**config.mk**
```make
export PLATFORM = sky130hd
export DESIGN_NAME = pdm_sd
export DESIGN_NICKNAME = d
export VERILOG_FILES = /design/src/rtl/pdm_sd.sv
export SDC_FILE = /design/constraint.sdc
export NUM_CORES = 1
export LEC_CHECK = 0
export ABC_AREA = 1
export BUFFER_PORTS_ARGS = -buffer_cell sky130_fd_sc_hd__buf_4
export CELL_PAD_IN_SITES_DETAIL_PLACEMENT = 0
export CELL_PAD_IN_SITES_GLOBAL_PLACEMENT = 1
export CORE_MARGIN = 4
export CORE_UTILIZATION = 50
export DETAILED_ROUTE_END_ITERATION = 7
export HOLD_SLACK_MARGIN = 0.08
export PLACE_DENSITY_LB_ADDON = 0.1
export SYNTH_ARGS = -nofsm -noshare
export SYNTH_HDL_FRONTEND = slang
export SYNTH_SLANG_ARGS = --single-unit
```
**constraint.sdc**
```tcl
create_clock -name clk_i -period 7.3 [get_ports clk_i]
set_input_delay 0.365 -clock clk_i [delete_from_list [all_inputs] [get_ports clk_i]]
set_output_delay 0.365 -clock clk_i [all_outputs]
set_load 0.01 [all_outputs]
```
**src/rtl/pdm_sd.sv**
```systemverilog
// Multi-channel PDM sigma-delta modulator with selectable first/second order,
// a step divider and a single-entry sample buffer in front of the active word.
module pdm_sd #(
  parameter int CHANNELS = 2,
  parameter int DEPTH    = 8,
  parameter int DIV      = 1,
  parameter int SIGNED   = 0
) (
  input  logic                        clk_i,
  input  logic                        rst_i,
  input  logic                        en_i,
  input  logic                        order2_i,
  input  logic                        sample_valid_i,
  input  logic [CHANNELS*DEPTH-1:0]   sample_i,
  output logic                        sample_ready_o,
  output logic [CHANNELS-1:0]         pdm_o,
  output logic                        tick_o
);
  localparam int CW = (DIV > 1) ? $clog2(DIV) : 1;
  localparam logic [CW-1:0] LAST = CW'(DIV - 1);
  localparam int IW = DEPTH + 3;
  localparam int W  = DEPTH + 5;
  localparam logic signed [W-1:0] HALF = W'(2 ** (DEPTH - 1));
  localparam logic signed [W-1:0] SMAX = W'(2 ** (DEPTH + 2) - 1);
  localparam logic signed [W-1:0] SMIN = ~SMAX;
  localparam logic [DEPTH-1:0] FLIP =
    (SIGNED != 0) ? {1'b1, {(DEPTH-1){1'b0}}} : {DEPTH{1'b0}};

  logic [CW-1:0]                 cnt_q, cnt_d;
  logic                          pend_full_q, pend_full_d;
  logic [CHANNELS*DEPTH-1:0]     pend_q, pend_d, act_q, act_d;
  logic                          mode_q, mode_d;
  logic [CHANNELS-1:0]           pdm_q, pdm_d;
  logic [CHANNELS-1:0][DEPTH-1:0] acc_q, acc_d, fo_acc;
  logic [CHANNELS-1:0][IW-1:0]   i1_q, i1_d, i2_q, i2_d, so_i1, so_i2;
  logic [CHANNELS-1:0]           fo_y, so_y;
  logic                          tick, accept;

  function automatic logic [IW-1:0] sat(input logic signed [W-1:0] v);
    if (v > SMAX) return SMAX[IW-1:0];
    else if (v < SMIN) return SMIN[IW-1:0];
    else return v[IW-1:0];
  endfunction

  function automatic logic signed [W-1:0] sext(input logic [IW-1:0] v);
    return $signed({{(W-IW){v[IW-1]}}, v});
  endfunction

  // Reset also masks tick combinationally so DIV=1 cannot pulse while in reset.
  assign tick           = en_i & ~rst_i & (cnt_q == LAST);
  assign tick_o         = tick;
  assign sample_ready_o = ~pend_full_q | tick;
  assign accept         = sample_valid_i & sample_ready_o;
  assign pdm_o          = en_i ? pdm_q : '0;

  for (genvar c = 0; c < CHANNELS; c++) begin : g_ch
    logic [DEPTH-1:0]      u;
    logic [DEPTH:0]        s;
    logic signed [W-1:0]   fb, s1, s2;
    assign u         = act_q[c*DEPTH +: DEPTH] ^ FLIP;
    assign s         = {1'b0, acc_q[c]} + {1'b0, u};
    assign fo_acc[c] = s[DEPTH-1:0];
    assign fo_y[c]   = s[DEPTH];
    // previous y is the registered pdm bit
    assign fb        = pdm_q[c] ? HALF : -HALF;
    assign s1        = sext(i1_q[c]) + $signed({{(W-DEPTH){1'b0}}, u}) - HALF - fb;
    assign so_i1[c]  = sat(s1);
    assign s2        = sext(i2_q[c]) + sext(so_i1[c]) - fb;
    assign so_i2[c]  = sat(s2);
    assign so_y[c]   = ~so_i2[c][IW-1];
  end

  always_comb begin
    cnt_d       = (!en_i || tick) ? '0 : cnt_q + 1'b1;
    pend_d      = accept ? sample_i : pend_q;
    pend_full_d = accept | (pend_full_q & ~tick);
    act_d       = (tick & pend_full_q) ? pend_q : act_q;
  end

  always_comb begin
    mode_d = mode_q;
    pdm_d  = pdm_q;
    acc_d  = acc_q;
    i1_d   = i1_q;
    i2_d   = i2_q;
    if (!en_i || (tick && (order2_i != mode_q))) begin
      acc_d  = '0;
      i1_d   = '0;
      i2_d   = '0;
      pdm_d  = '0;
      mode_d = en_i & order2_i;
    end else if (tick) begin
      if (mode_q) begin
        i1_d  = so_i1;
        i2_d  = so_i2;
        pdm_d = so_y;
      end else begin
        acc_d = fo_acc;
        pdm_d = fo_y;
      end
    end
  end

  always_ff @(posedge clk_i or posedge rst_i) begin
    if (rst_i) begin
      cnt_q       <= '0;
      pend_full_q <= 1'b0;
      pend_q      <= '0;
      act_q       <= '0;
      mode_q      <= 1'b0;
      pdm_q       <= '0;
      acc_q       <= '0;
      i1_q        <= '0;
      i2_q        <= '0;
    end else begin
      cnt_q       <= cnt_d;
      pend_full_q <= pend_full_d;
      pend_q      <= pend_d;
      act_q       <= act_d;
      mode_q      <= mode_d;
      pdm_q       <= pdm_d;
      acc_q       <= acc_d;
      i1_q        <= i1_d;
      i2_q        <= i2_d;
    end
  end
endmodule

```
* After elaboration in Yosys (flattened, before gate mapping)
Index checks and enable logic that the tools add are counted.
Operators by class: add/sub/neg operators 13, order comparisons 8, eq/ne operators 2, multiplexer cells 24, bitwise logic cells 14, reduce and logical (&&, ||, !) cells 8
Operators with widths (count):
- 2-to-1 mux 22 bit | 6
- 2-to-1 mux 11 bit | 8
- > comparator 13 x 11 -> 1 bit, second input constant | 4
- less-than comparator 13 x 11 -> 1 bit, second input constant | 4
- 2-to-1 mux 16 bit | 3
- 2-to-1 mux 13 bit | 2
- subtractor 12 x 13 -> 13 bit | 2
- subtractor 12 x 9 -> 13 bit, second input constant | 2
- subtractor 13 bit | 2
- adder 11 x 11 -> 12 bit | 2
- adder 11 x 9 -> 12 bit | 2
- adder 8 x 8 -> 9 bit | 2
- 2-to-1 mux 2 bit | 4
- bitwise AND 1 bit | 6
- inverter 1 bit | 6
- AND reduction 2 bit | 2
- nonzero test 2 bit | 2
- logical OR 1 bit | 2
- inequality test 2 x 1 -> 1 bit, second input constant | 1
- bitwise OR 1 bit | 2
- adder 1 bit, second input constant | 1
- logical AND 1 bit | 1
- logical NOT 1 bit | 1
- 2-to-1 mux 1 bit | 1
- inequality test 1 bit | 1
Storage, ports and cells: bits in registers 97, input bits 21, output and inout bits 4

* Depth between registers and ports, before layout
Gate-level depths: netlist (run 1).
word-level depth 15, mapped depth 36

* Worst setup path before layout (run 1)
No wires, ideal clock.
path type reg2reg, start point register pdm_q[1], end point register i2_q[12] (netlist bit), setup time 0.129 ns, data arrival time 4.123 ns, slack 3.047 ns, stages on the path, launching flop included 30, buffers on the path 1, period minus slack after synthesis 4.253 ns, cell sequence dfrtp_1 -> inv_1 -> ha_1 -> inv_1 -> ha_1 -> ha_1 -> nand2_1 -> nor2_1 -> nand3_1 -> nand3_1 -> nand2_1 -> nand2_1 -> nand2_1 -> nand2_2 -> buf_6 -> nand2_1 -> nand2_1 -> inv_1 -> fa_1 -> inv_1 -> ha_1 -> nand2_1 -> nand2_1 -> a21o_1 -> o21ai_0 -> nand2_1 -> inv_1 -> nand2_1 -> nand3b_1 -> nand3_1
On the way: cells in the longest elaborated chain, start to end 13, elaborated cells between the ends (all ways) 15, classes of those cells add/sub (3); order compare (4); mux (8)
RTL lines:
- start, declared | line 33 | logic [CHANNELS-1:0] pdm_q, pdm_d;
- start signal, assigned | line 121 | pdm_q <= pdm_d;
- 2-to-1 mux 13 bit * | line 65 | assign fb = pdm_q[c] ? HALF : -HALF;
- subtractor 13 bit | line 66 | assign s1 = sext(i1_q[c]) + $signed({{(W-DEPTH){1'b0}}, u}) - HALF - fb;
- less-than comparator 13 x 11 -> 1 bit | line 41 | else if (v < SMIN) return SMIN[IW-1:0];
- 2-to-1 mux 11 bit | line 41
- 2-to-1 mux 11 bit | line 40 | if (v > SMAX) return SMAX[IW-1:0];
- adder 11 x 11 -> 12 bit | line 68 | assign s2 = sext(i2_q[c]) + sext(so_i1[c]) - fb;
- subtractor 12 x 13 -> 13 bit * | line 68
- less-than comparator 13 x 11 -> 1 bit | line 41
- 2-to-1 mux 11 bit | line 41
- 2-to-1 mux 11 bit * | line 40
- 2-to-1 mux 22 bit * | line 93 | if (mode_q) begin
- 2-to-1 mux 22 bit * | line 92 | end else if (tick) begin
- 2-to-1 mux 22 bit * | line 86 | if (!en_i || (tick && (order2_i != mode_q))) begin
- end signal, assigned | line 124 | i2_q <= i2_d;
- end, declared | line 35 | logic [CHANNELS-1:0][IW-1:0] i1_q, i1_d, i2_q, i2_d, so_i1, so_i2;
Every way passes the cells marked *; elsewhere a longest branch is shown, timed or not. The select of a mux whose other input is x is not followed. A chain may end at the register's enable or synchronous reset.

* Final worst setup path (run 1)
start point register pdm_q[0], end point register i2_q[5] (netlist bit)
Same word-level chain as after synthesis.

==> results of run 1 <==
flip-flops by register name, indices dropped and copies added (netlist names):
register / flops
acc_q: 16
cnt_q: 1
i2_q: 22
pdm_q: 2
pend_full_q: 1
i1_q: 22
act_q: 16
mode_q: 1
pend_q: 16
through the flow:
step / util / worst slack (ns) / instances
global route: 0.5493 / 1.570 / 1423
floorplan: - / 3.047 / 1175
finish: 0.5493 / 2.112 / 1423
detailed placement: 0.5309 / 2.137 / 1406
global placement: 0.5309 / 2.162 / 1406
CTS: 0.5493 / 2.114 / 1423
cell families after synthesis:
kind of cell | share of synthesized area
mux | 0.02403
buf+inv | 0.1178
xor+xnor | 0.03219
compound gates | 0.06928
fa+ha+maj | 0.1976
simple gates | 0.2713
flops | 0.2878
cell usage in the layout (no fill, tap or decap), types with 4 or more instances in the layout:
cell type,count
buf_4,25
o211ai_1,4
xor2_1,11
xnor2_1,20
inv_1,232
nor2_1,57
a21oi_1,55
o21bai_1,4
ha_1,114
nand2_1,375
dfrtp_1,97
o21ai_1,5
clkbuf_16,9
nand2_2,5
nand3_1,78
mux2_2,18
fa_1,12
o21ai_0,10
nand4_1,23
o22ai_1,4
a22o_1,4
inv_2,6
cell type report:
class	count	area [um^2]	share of cell area
well taps	220	275.3	0.03022
clock inverters	7	71.32	0.007829
repair buffers	26	197.7	0.02170
flip-flops and latches	97	2427	0.2664
inverters	239	899.6	0.09875
multi-input cells	825	5014	0.5503
clock buffers	9	225.2	0.02472
worst min path at each step:
stage / startpoint / to
floorplan: i2_q[1] / i2_q[1]
global placement: rst_i / acc_q[3]
detailed placement: rst_i / acc_q[3]
CTS: sample_i[11] / pend_q[11]
global route: sample_i[12] / pend_q[12]
finish: sample_i[15] / pend_q[15]
per-layer routing:
metal / vias to the layer above / routed length [um]
met5: - / 0
met2: 85 / 8248
met4: 0 / 247
met3: 15 / 502
met1: 3327 / 10440
li1: 3743 / -
==> flow_metrics.tcl, run 1 <==
set metrics [dict create \
    status "completed" \
    tightest_slew_ns 1.028 \
    cts-root-buf "clkbuf_16" \
    r2r-start "pdm_q[0]" \
    cts_buffers 9 \
    timing.hold.ws_ns 0.2377 \
    r2r_slack_ns 2.11 \
    path_depth 27 \
    max_stage_delay_ns 0.54 \
    postSynthCellCount 1175 \
    hpwl_um 15310 \
    setup.worst_path.start "pdm_q[0]" \
    slew_headroom 0.3145 \
    drive_above_1_share 0.06650 \
    cp.arrival_ns 5.46 \
    synth_edf_count 0 \
    yosys.area.top_type "dfrtp_1" \
    drc 0 \
    critPathCapture "i2_q[5]" \
    pin_count 25 \
    cts_tree "yes" \
    ys_ff_latch 97 \
    grt_use_total 0.2108 \
    clk_pin_slew_ns 0.08 \
    setup_tns_ns 0 \
    hp-class "input port to flip-flop" \
    die_y_um 137.9 \
    routed_wl_um 19440 \
    synth_top_area_frac 0.2878 \
    ant_nets 0 \
    hold_viol 0 \
    drv_slew 0 \
    rows 47 \
    fin_crit_sh 0.7107 \
    end_kind "flip-flop" \
    cts_hold_buf 1 \
    grt_pass1_vias 6514 \
    synth_cell_type_count 39 \
    drt_iter0_markers 348 \
    syn-num-nets 1322 \
    cts-resized-gates 0 \
    critical_path_buf_inv_count 2 \
    critPathMaxFanout 12 \
    post_drt_wl_per_cell_um 13.66 \
    top_usage_layer "met1" \
    crit_required_ns 7.57 \
    worst_skew_pair.late_latency_ns 0.35 \
    cts_sinks 97 \
    synthArstFlopShare 1.000 \
    syn_area_mm2 0.008434 \
    synth_seq_area_share 0.2878 \
    use_met1 0.3268 \
    port_buffers 24 \
    cp_common_cell "nand2_1" \
    rr_worst_depth 27 \
    setup_viol 0 \
    syn_avg_cell_area_um2 7.178 \
    cpMaxStageDelayCell "dfrtp_1" \
    grtUsageMet3 0.02721 \
    drv_cap 0 \
    synthFlopType "dfrtp_1" \
    placed_area_mm2 0.008803 \
    firstDrtPassIters 5 \
    yosys_warnings 0 \
    start_kind "flip-flop" \
    area_growth_syn_to_layout_pct 8.011 \
    overflow 0 \
    grt_pass1_wl_um 31760 \
    vias 7170 \
    grtUsageMet2 0.3105 \
    die_x_um 137.9 \
    cts.path.max_buffers 2 \
    finalNetCount 1345 \
    synthTopCellsByCount "nand2_1 (375), inv_1 (233), ha_1 (114)" \
    cts_setup_buffers 0 \
    stdcell_area_mm2 0.009110 \
    period_needed_ns 5.188 \
    grt_max_degree 77 \
    place_congestion 0.8565 \
    n_antenna_cell 0 \
    critical_path_class "flip-flop to flip-flop" \
    fmax_mhz 192.7 \
    htree_levels 3 \
    core_mm2 0.01658 \
    clock_skew_ns 0.009258 \
    synthTopCellsByArea "dfrtp_1 (29%), ha_1 (17%), nand2_1 (17%)" \
    start_util 0.5086 \
    fillCellCount 1706 \
    holdPathStages 2 \
    synth_most_common_cell "nand2_1" \
    antenna_found_initial 0 \
    path_delay_family "simple AND/OR/NAND/NOR gates" \
    rsz0062_at_grt "false" \
    worstReg2RegEnd "i2_q[5]" \
    die_area_mm2 0.01901 \
    vias_per_cell 5.039 \
]
Power of run 1 is not shown: default switching activity piles up to over one toggle a cycle in this logic, so the estimate is an artifact.
==> run 2: changes to the inputs <==
CORE_UTILIZATION = 47   (was 50)
clock period = 5.35 ns   (was 7.3 ns; I/O delays follow)
==> run 2 against run 1 <==
  * Wire length rose by 0.23%
  * Flip-flop and latch count did not move
  * Worst setup slack got worse by 1.6 ns
  * Worst hold slack got worse by 0.099 ns
  * Die area rose by 6.0%
  * Critical endpoint is now i2_q[14]
  * Register-to-register slack got worse by 1.6 ns
  * Via count fell by 0.88%
  * Cell count rose by 0.35%
  * Largest cell class unchanged
  * Core utilization fell by 2.4 points
  * Non-clock buffer count did not move
  * Final area rose by 0.36%
  * Global-route usage fell by 0.95 points
==> flow_metrics.tcl, run 2 (same netlist as run 1, synthesis figures left out) <==
set metrics [dict create \
    wl_met3_um 471 \
    core_mm2 0.01742 \
    grt_max_degree 68 \
    final_cell_mix "nand2_1 (372), inv_1 (231), ha_1 (113)" \
    cpMaxStageDelayCell "fa_1" \
    rsz0062_at_grt "false" \
    overflow 0 \
    clock_skew_ns 0.01326 \
    die_x_um 142.0 \
    drive_above_1_share 0.07232 \
    fmax_mhz 207.0 \
    start_util 0.4843 \
    start_kind "flip-flop" \
    ant_nets 0 \
    clk_pin_slew_ns 0.08 \
    cts.path.max_buffers 2 \
    grt_use_total 0.2012 \
    n_antenna_cell 0 \
    wl_met1_um 10270 \
    worst_skew_pair.late_latency_ns 0.35 \
    routed.top_layer "met4" \
    crit_required_ns 5.58 \
    rows 48 \
    hp-class "input port to flip-flop" \
    critical_path_buf_inv_count 5 \
    vias 7107 \
    drv_slew 0 \
    critPathMaxFanout 12 \
    fillCellCount 1736 \
    setup_tns_ns 0 \
    finalNetCount 1345 \
    die_area_mm2 0.02015 \
    hpwl_um 15470 \
    drv_cap 0 \
    htree_levels 3 \
    critical_path_class "flip-flop to flip-flop" \
    cp_common_cell "nand2_1" \
    routed_wl_um 19480 \
    grt_pass1_wl_um 33140 \
    firstDrtPassIters 4 \
    tightest_slew_ns 1.045 \
    cts_setup_buffers 0 \
    post_drt_wl_per_cell_um 13.64 \
    final_common_cell "nand2_1" \
    cts_sinks 97 \
    r2r_slack_ns 0.52 \
    port_buffers 24 \
    cts_tree "yes" \
    period_needed_ns 4.830 \
    path_delay_family "simple AND/OR/NAND/NOR gates" \
    area_growth_syn_to_layout_pct 8.396 \
    max_stage_delay_ns 0.47 \
    slew_headroom 0.3019 \
    grt_pass1_vias 6883 \
    routed-wl-met2_um 8503 \
    die_y_um 142.0 \
    place_congestion 0.8254 \
    setup_viol 0 \
    pin_count 25 \
    status "completed" \
    drt_iter0_markers 394 \
    cts-root-buf "clkbuf_16" \
    fin_crit_sh 0.9029 \
    hold_viol 0 \
    end_kind "flip-flop" \
    antenna_found_initial 0 \
    cts_buffers 9 \
    top_regs "i1_q (22), i2_q (22)" \
    drc 0 \
    cp.arrival_ns 5.06 \
    vias_per_cell 4.977 \
]
==> run 2: metrics by stage <==
stage          hold slack (ns)  cell area (um^2)  std cells  worst slack, ns  utilization
2_1_floorplan           0.3670              8434       1175            1.097            -
3_3_place_gp            0.3227              8810       1411           0.2010       0.5058
3_5_place_dp            0.3308              8810       1411           0.2475       0.5058
4_1_cts                 0.1255              9123       1428           0.2190       0.5238
5_1_grt                 0.1342              9143       1428         0.008962       0.5249
6_report                0.1385              9143       1428           0.5196       0.5249
==> run 2: path summary, 6_finish.rpt <==
kind                       cells past startpoint    startpoint         end
hold reg to reg                                2      i1_q[16]    i1_q[16]
min in group asynchronous                      3         rst_i   act_q[15]
hold / removal                                 2  sample_i[11]  pend_q[11]
max in group asynchronous                      4         rst_i    pdm_q[1]
setup reg to reg                              29      pdm_q[1]    i2_q[14]
setup / recovery                              29      pdm_q[1]    i2_q[14]
==> run 2: final cells by class <==
class	count	area, um^2	share of cell area
Clock buffer	9	225.2	0.02463
Multi-Input combinational cell	825	5032	0.5504
Sequential cell	97	2429	0.2656
Clock inverter	7	77.57	0.008485
Inverter	239	899.6	0.09840
Timing Repair Buffer	26	197.7	0.02162
Tap cell	225	281.5	0.03079
==> run 2: repair_timing <==
item	in CTS	in global routing
endpoints found under the setup margin	0	18
endpoints found under the hold margin	30	0
hold buffers	1	0
resized for setup	0	8
==> run 2: layer usage <==
metal / vias up / track usage
li1: 3753 / -
met1: 3244 / 0.2928
met2: 96 / 0.3233
met3: 14 / 0.02251
met4: 0 / 0.04747
met5: - / 0
Power of run 2 is left out for the same reason.
